[src/rtl/if_fetch.sv]
// Instruction-fetch stage: owns the PC, drives the instruction SRAM port,
// and forwards {ce, pc} to decode. Redirects seen while stalled are parked
// and applied when the stall releases.
module if_fetch #(
  parameter logic [31:0] RESET_PC = 32'hBFC0_0000,
  parameter int          STALL_W  = 6
) (
  input  logic               clk,
  input  logic               rst_n,
  input  logic [STALL_W-1:0] stall,
  input  logic [32:0]        br_bus,
  output logic [32:0]        if_to_id_bus,
  output logic               inst_sram_en,
  output logic [3:0]         inst_sram_wen,
  output logic [31:0]        inst_sram_addr,
  output logic [31:0]        inst_sram_wdata,
  output logic               fetch_adel
);

  localparam logic [31:0] PC_BEFORE_RESET = RESET_PC - 32'd4;

  logic [31:0] pc_reg;
  logic        ce_reg;
  logic        br_pend_v;
  logic [31:0] br_pend_addr;

  logic        br_e;
  logic [31:0] br_addr;
  logic        stop;
  logic [31:0] next_pc;
  logic        pc_misaligned;

  // Only this stage's stall bit matters; the other bits belong to later stages.
  logic unused_stall;
  assign unused_stall = ^stall[STALL_W-1:1];

  // A redirect is meaningless before the first real fetch, so gate it with ce.
  assign br_e    = br_bus[32] & ce_reg;
  assign br_addr = br_bus[31:0];
  assign stop    = stall[0];

  // Next PC: live redirect beats a parked one, which beats sequential fetch.
  always_comb begin
    next_pc = pc_reg + 32'd4;
    if (br_e) begin
      next_pc = br_addr;
    end else if (br_pend_v) begin
      next_pc = br_pend_addr;
    end
  end

  // PC/ce advance when unstalled; while stalled, remember the newest redirect.
  always_ff @(posedge clk or negedge rst_n) begin
    if (!rst_n) begin
      pc_reg       <= PC_BEFORE_RESET;
      ce_reg       <= 1'b0;
      br_pend_v    <= 1'b0;
      br_pend_addr <= 32'd0;
    end else if (!stop) begin
      pc_reg    <= next_pc;
      ce_reg    <= 1'b1;
      br_pend_v <= 1'b0;
    end else if (br_e) begin
      br_pend_v    <= 1'b1;
      br_pend_addr <= br_addr;
    end
  end

  // SRAM port and decode bus are pure functions of the registers, so they
  // stay constant for the whole of a stall.
  assign pc_misaligned   = (pc_reg[1:0] != 2'b00);
  assign inst_sram_addr  = pc_reg;
  assign inst_sram_en    = ce_reg & ~pc_misaligned;
  assign inst_sram_wen   = 4'b0000;
  assign inst_sram_wdata = 32'd0;
  assign fetch_adel      = ce_reg & pc_misaligned;
  assign if_to_id_bus    = {ce_reg, pc_reg};

endmodule

[config.mk]
export PLATFORM = sky130hd
export DESIGN_NAME = if_fetch
export DESIGN_NICKNAME = d
export VERILOG_FILES = /design/src/rtl/if_fetch.sv
export SDC_FILE = /design/constraint.sdc
export NUM_CORES = 1
export LEC_CHECK = 0
export CAP_MARGIN = 20
export CORE_MARGIN = 2
export CORE_UTILIZATION = 35
export DETAILED_ROUTE_END_ITERATION = 10
export GPL_TIMING_DRIVEN = 0
export SETUP_SLACK_MARGIN = 0.1
export SLEW_MARGIN = 20
export SYNTH_ARGS = -nofsm -noshare
export SYNTH_HDL_FRONTEND = slang
export SYNTH_SLANG_ARGS = --single-unit
[constraint.sdc]
create_clock -name clk -period 3 [get_ports clk]
set_clock_uncertainty 0.15 [all_clocks]
set_input_delay 0.3 -clock clk [delete_from_list [all_inputs] [get_ports clk]]
set_output_delay 0.3 -clock clk [all_outputs]
set_load 0.01 [all_outputs]
-- After elaboration in Yosys (flattened, before gate mapping)
Cells that the tools add are included.
- flip-flop bits (word level): 66
- input bits: 41
- output and inout bits: 103
- logic and storage cells: 16
- $add $sub $neg: 1
- equal/unequal tests: 1
- muxes and demuxes: 4
- bitwise operators: 4
- reductions and logical operators: 2
- operators by type and width (kind ; number):
    2-to-1 mux 32 bit ; 2
    adder 32 x 3 -> 32 bit, second input constant ; 1
    AND 1 bit ; 3
    2-to-1 mux 1 bit ; 2
    inequality test 2 x 1 -> 1 bit, second input constant ; 1
    AND reduction 2 bit ; 1
    nonzero test 2 bit ; 1
    inverter 1 bit ; 1

-- Depth between registers and ports, before layout
- depth after elaboration: 3
- depth in mapped cells: 7
- depth with buffers taken out: 6

-- Worst setup path before layout
No wires, ideal clock.
- kind: register to register
- from: register pc_reg[9], in the netlist inst_sram_addr[9]
- to: register pc_reg[25], in the netlist inst_sram_addr[25]
- setup time: 86 ps
- arrival time: 1791 ps
- data required time: 2764 ps
- setup slack: 973 ps
- cell stages (with the launch flop): 8
- path buffers: 2
- period minus slack after synthesis: 2027 ps
- cell sequence: dfstp_2 buf_4 nand3_2 nor4_4 buf_6 nand3_2 nor3b_1 a2111o_1
- cells in the longest elaborated chain, start to end: 3
- ends and longest elaborated chain (item ; RTL line ; RTL):
    start: declaration ; 22 ; logic [31:0] pc_reg;
    start signal: assignment ; 60 ; pc_reg <= next_pc;
    adder 32 x 3 -> 32 bit ; 44 ; next_pc = pc_reg + 32'd4;
    2-to-1 mux 32 bit ; 47 ; end else if (br_pend_v) begin
    2-to-1 mux 32 bit ; 45 ; if (br_e) begin
No other way between the ends.
A chain may end at the register's enable or synchronous reset.

-- Final worst setup path
- from: register pc_reg[2], in the netlist inst_sram_addr[2]
- to: register pc_reg[18], in the netlist inst_sram_addr[18]
Same word-level chain as after synthesis.

==> results.toml <==
[global_routing]
grt_pass1_vias = 3791
grtUsageTotal_pct = 19.7
grt_max_degree = 55
grt_pass1_wl_um = 20000
antenna_found_initial = 0
grt_overflow = 0

[yosys]
syn_area_sq_um = 4290
yosysUniqueCellTypes = 57
yosysSeqAreaShare_pct = 39.3
synth_edf_count = 0
ys_warn_count = 0
syn_avg_cell_area_sq_um = 9.19
ys_ff_latch = 66
synth_cells = 467
ys.flop_type = "dfrtp_1"
synthArstFlopShare_pct = 100

[sta]
rsz0062_at_grt = "no"
timing.fmax_mhz = 432
finalCritPeriodShare_pct = 77.1
tightest_slew_ns = 0.702
max_slew_margin_pct = 53.2
finalCriticalPeriod_ns = 2.31
finalHoldViolations = 0
maxSlewViolCount = 0
finalSetupViolCount = 0

[die]
core-area_sq_um = 12000
initial_core_util_pct = 35.7
fp.dieW_um = 115
die_height_um = 115
io_pins = 144
core.rowCount = 40
dieArea_sq_um = 13200

[worst_setup_path]
max_stage_delay_ns = 0.62
critPathKind = "reg -> reg"
crit_path_frequent_cell = "nand3_1"
crit_buf_inv = 0
crit_family = "simple AND/OR/NAND/NOR gates"
startpoint_type = "register"
worst_path_max_delay_cell = "dfstp_2"
crit_chain = "ha_1, nand3_1, nor4_1, nand3_1, xor2_1, o21ai_0"
worstPathRequired_ns = 3.11
arrival_ns = 2.42
path_max_fanout = 8
cp-end-kind = "register"

[power]
power_density_nw_per_um2 = 552
leakagePower_nw = 2.55
peakVddDrop_v = 0.000287
p_total_mw = 3.29

[placed_design]
dpl_cell_area_sq_um = 5650
gp_congestion = 0.902
place_hpwl_um = 9390
portBuffers = 102

[cts]
clk_pin_slew_ns = 0.05
htree_levels = 3
clk_path_buf_depth = 2
cts-resized-gates = 0
worstSkewPairLatency_ns = 0.33
tritoncts = "done"
cts.sinks = 66
cts_setup_buffers = 0
cts_made_buffers = 9
clock-root-buffer = "clkbuf_16"

[routing]
wire_per_inst_um = 16.9
vias = 4008
avgViaCountPerCell = 5.21
drc_errors = 0
drtIter0Drc = 192
first_pass_iters = 4
ant_nets = 0
routed_wl_um = 13000

[run]
maxCapViolations = 0

[layout]
multi_input_area_sq_um = 2070
seq_area_sq_um = 1690
layout.cells.most_common = "clkdlybuf4s50_1"
final_cell_area_sq_um = 5960
nets = 659
mostFrequentLayoutCells = "clkdlybuf4s50_1, buf_4, nand2_1"
drive_above_1_share_pct = 27.5
syn2layout_area_growth_pct = 38.9
fin_util_pct = 49.7
fillers = 1122
antenna_cells = 0

[hold_path]
worstHoldPathType = "in -> async"

[outcome]
status = "finished, final reports clean"
## Yosys cell counts (2+ instances only)
master	n	share of area (%)
nand3_2	2	0.47
o2bb2ai_1	2	0.41
a31o_2	3	0.61
xnor2_1	4	0.82
nand4_1	9	1.3
buf_6	2	0.52
and4_2	2	0.47
a21oi_1	37	4.3
dfstp_2	28	17
buf_2	5	0.58
and3_1	7	1.0
and2_1	2	0.29
dfrtp_1	38	22
o22ai_1	2	0.29
nor3b_1	4	0.70
or3_1	2	0.29
mux2_2	33	8.7
nor2_1	27	2.4
a211o_1	2	0.41
o21ai_0	35	4.1
nor4_1	3	0.44
buf_4	70	12
clkbuf_1	11	0.96
a31oi_1	7	1.0
nor3_1	8	0.93
a221o_1	3	0.70
a2bb2oi_1	3	0.61
mux2i_1	4	0.93
inv_1	5	0.44
buf_1	6	0.52
nand3_1	26	3.0
a22oi_1	3	0.52
o211ai_1	4	0.70
xor2_1	4	0.82
nand2_1	42	3.7
## worst paths after layout
check / cells after the start / start / to / slack (ns)
worst max register to register: 6 / inst_sram_addr[2] / inst_sram_addr[18] / 0.69
min in group clk: 1 / br_pend_addr[19] / br_pend_addr[19] / 0.35
worst max-delay path: 6 / inst_sram_addr[2] / inst_sram_addr[18] / 0.69
worst min-delay path: 2 / rst_n / br_pend_addr[13] / 0.21
worst min register to register: 1 / br_pend_addr[19] / br_pend_addr[19] / 0.35
max in group asynchronous: 3 / rst_n / inst_sram_addr[26] / 1.90
## power breakdown
group	internal [mW]	total, mW	switching [mW]
Clock	0.686	1.07	0.388
Combinational	0.561	0.963	0.401
Sequential	1.08	1.25	0.176
## logic make-up (layout without fill, tap and decap cells)
kind of cell | count (synthesis) | after routing | synth area share (%)
other | 1 | 36 | 0.0874
buffers and inverters | 100 | 220 | 15.4
adder cells (fa/ha/maj) | 1 | 1 | 0.291
AO/OA/AOI/OAI | 109 | 109 | 15.3
AND/OR/NAND/NOR | 145 | 145 | 18.4
flip-flops | 66 | 66 | 39.3
XOR/XNOR | 8 | 8 | 1.63
multiplexers | 37 | 37 | 9.59
## layout make-up
| class | instances | share of cell area [%] |
|---|---|---|
| buffer | 95 | 10.8 |
| clock buffer | 13 | 4.36 |
| clock inverter | 3 | 0.671 |
| inverter | 5 | 0.315 |
| multi-input combinational | 336 | 34.8 |
| sequential | 66 | 28.3 |
| tap | 147 | 3.08 |
| timing repair buffer | 104 | 17.7 |
## layer usage
layer | track usage (%) | part of all wire, % | up-vias
met5 | 0 | 0 | -
met4 | 6.51 | 1.7 | 0
met3 | 4.80 | 6.8 | 15
met2 | 31.7 | 48 | 163
met1 | 26.3 | 44 | 1950
li1 | - | - | 1880
## worst reg2reg max path, delay by kind of cell, from the launching register on
family          cells  cell delay [ns]
compound gates      1             0.15
fa+ha+maj           1             0.29
xor+xnor            1             0.16
flops               1             0.62
simple gates        3             0.87
## stage by stage
step	instances	setup slack (ns)	TNS, ns	hold WS (ns)
floorplan	502	0.973	0	-0.146
global placement	751	-0.802	-30.95	0.332
detailed placement	752	0.608	0	0.0197
CTS	769	0.659	0	0.214
global route	769	0.434	0	0.218
finish	769	0.688	0	0.210
## timing repair
| action | CTS | global route |
|---|---|---|
| setup endpoints to repair | 0 | 0 |
| hold buffers | 1 | 0 |
| hold endpoints to repair | 44 | 0 |
No activity file was read; power rests on OpenSTA's default activity.
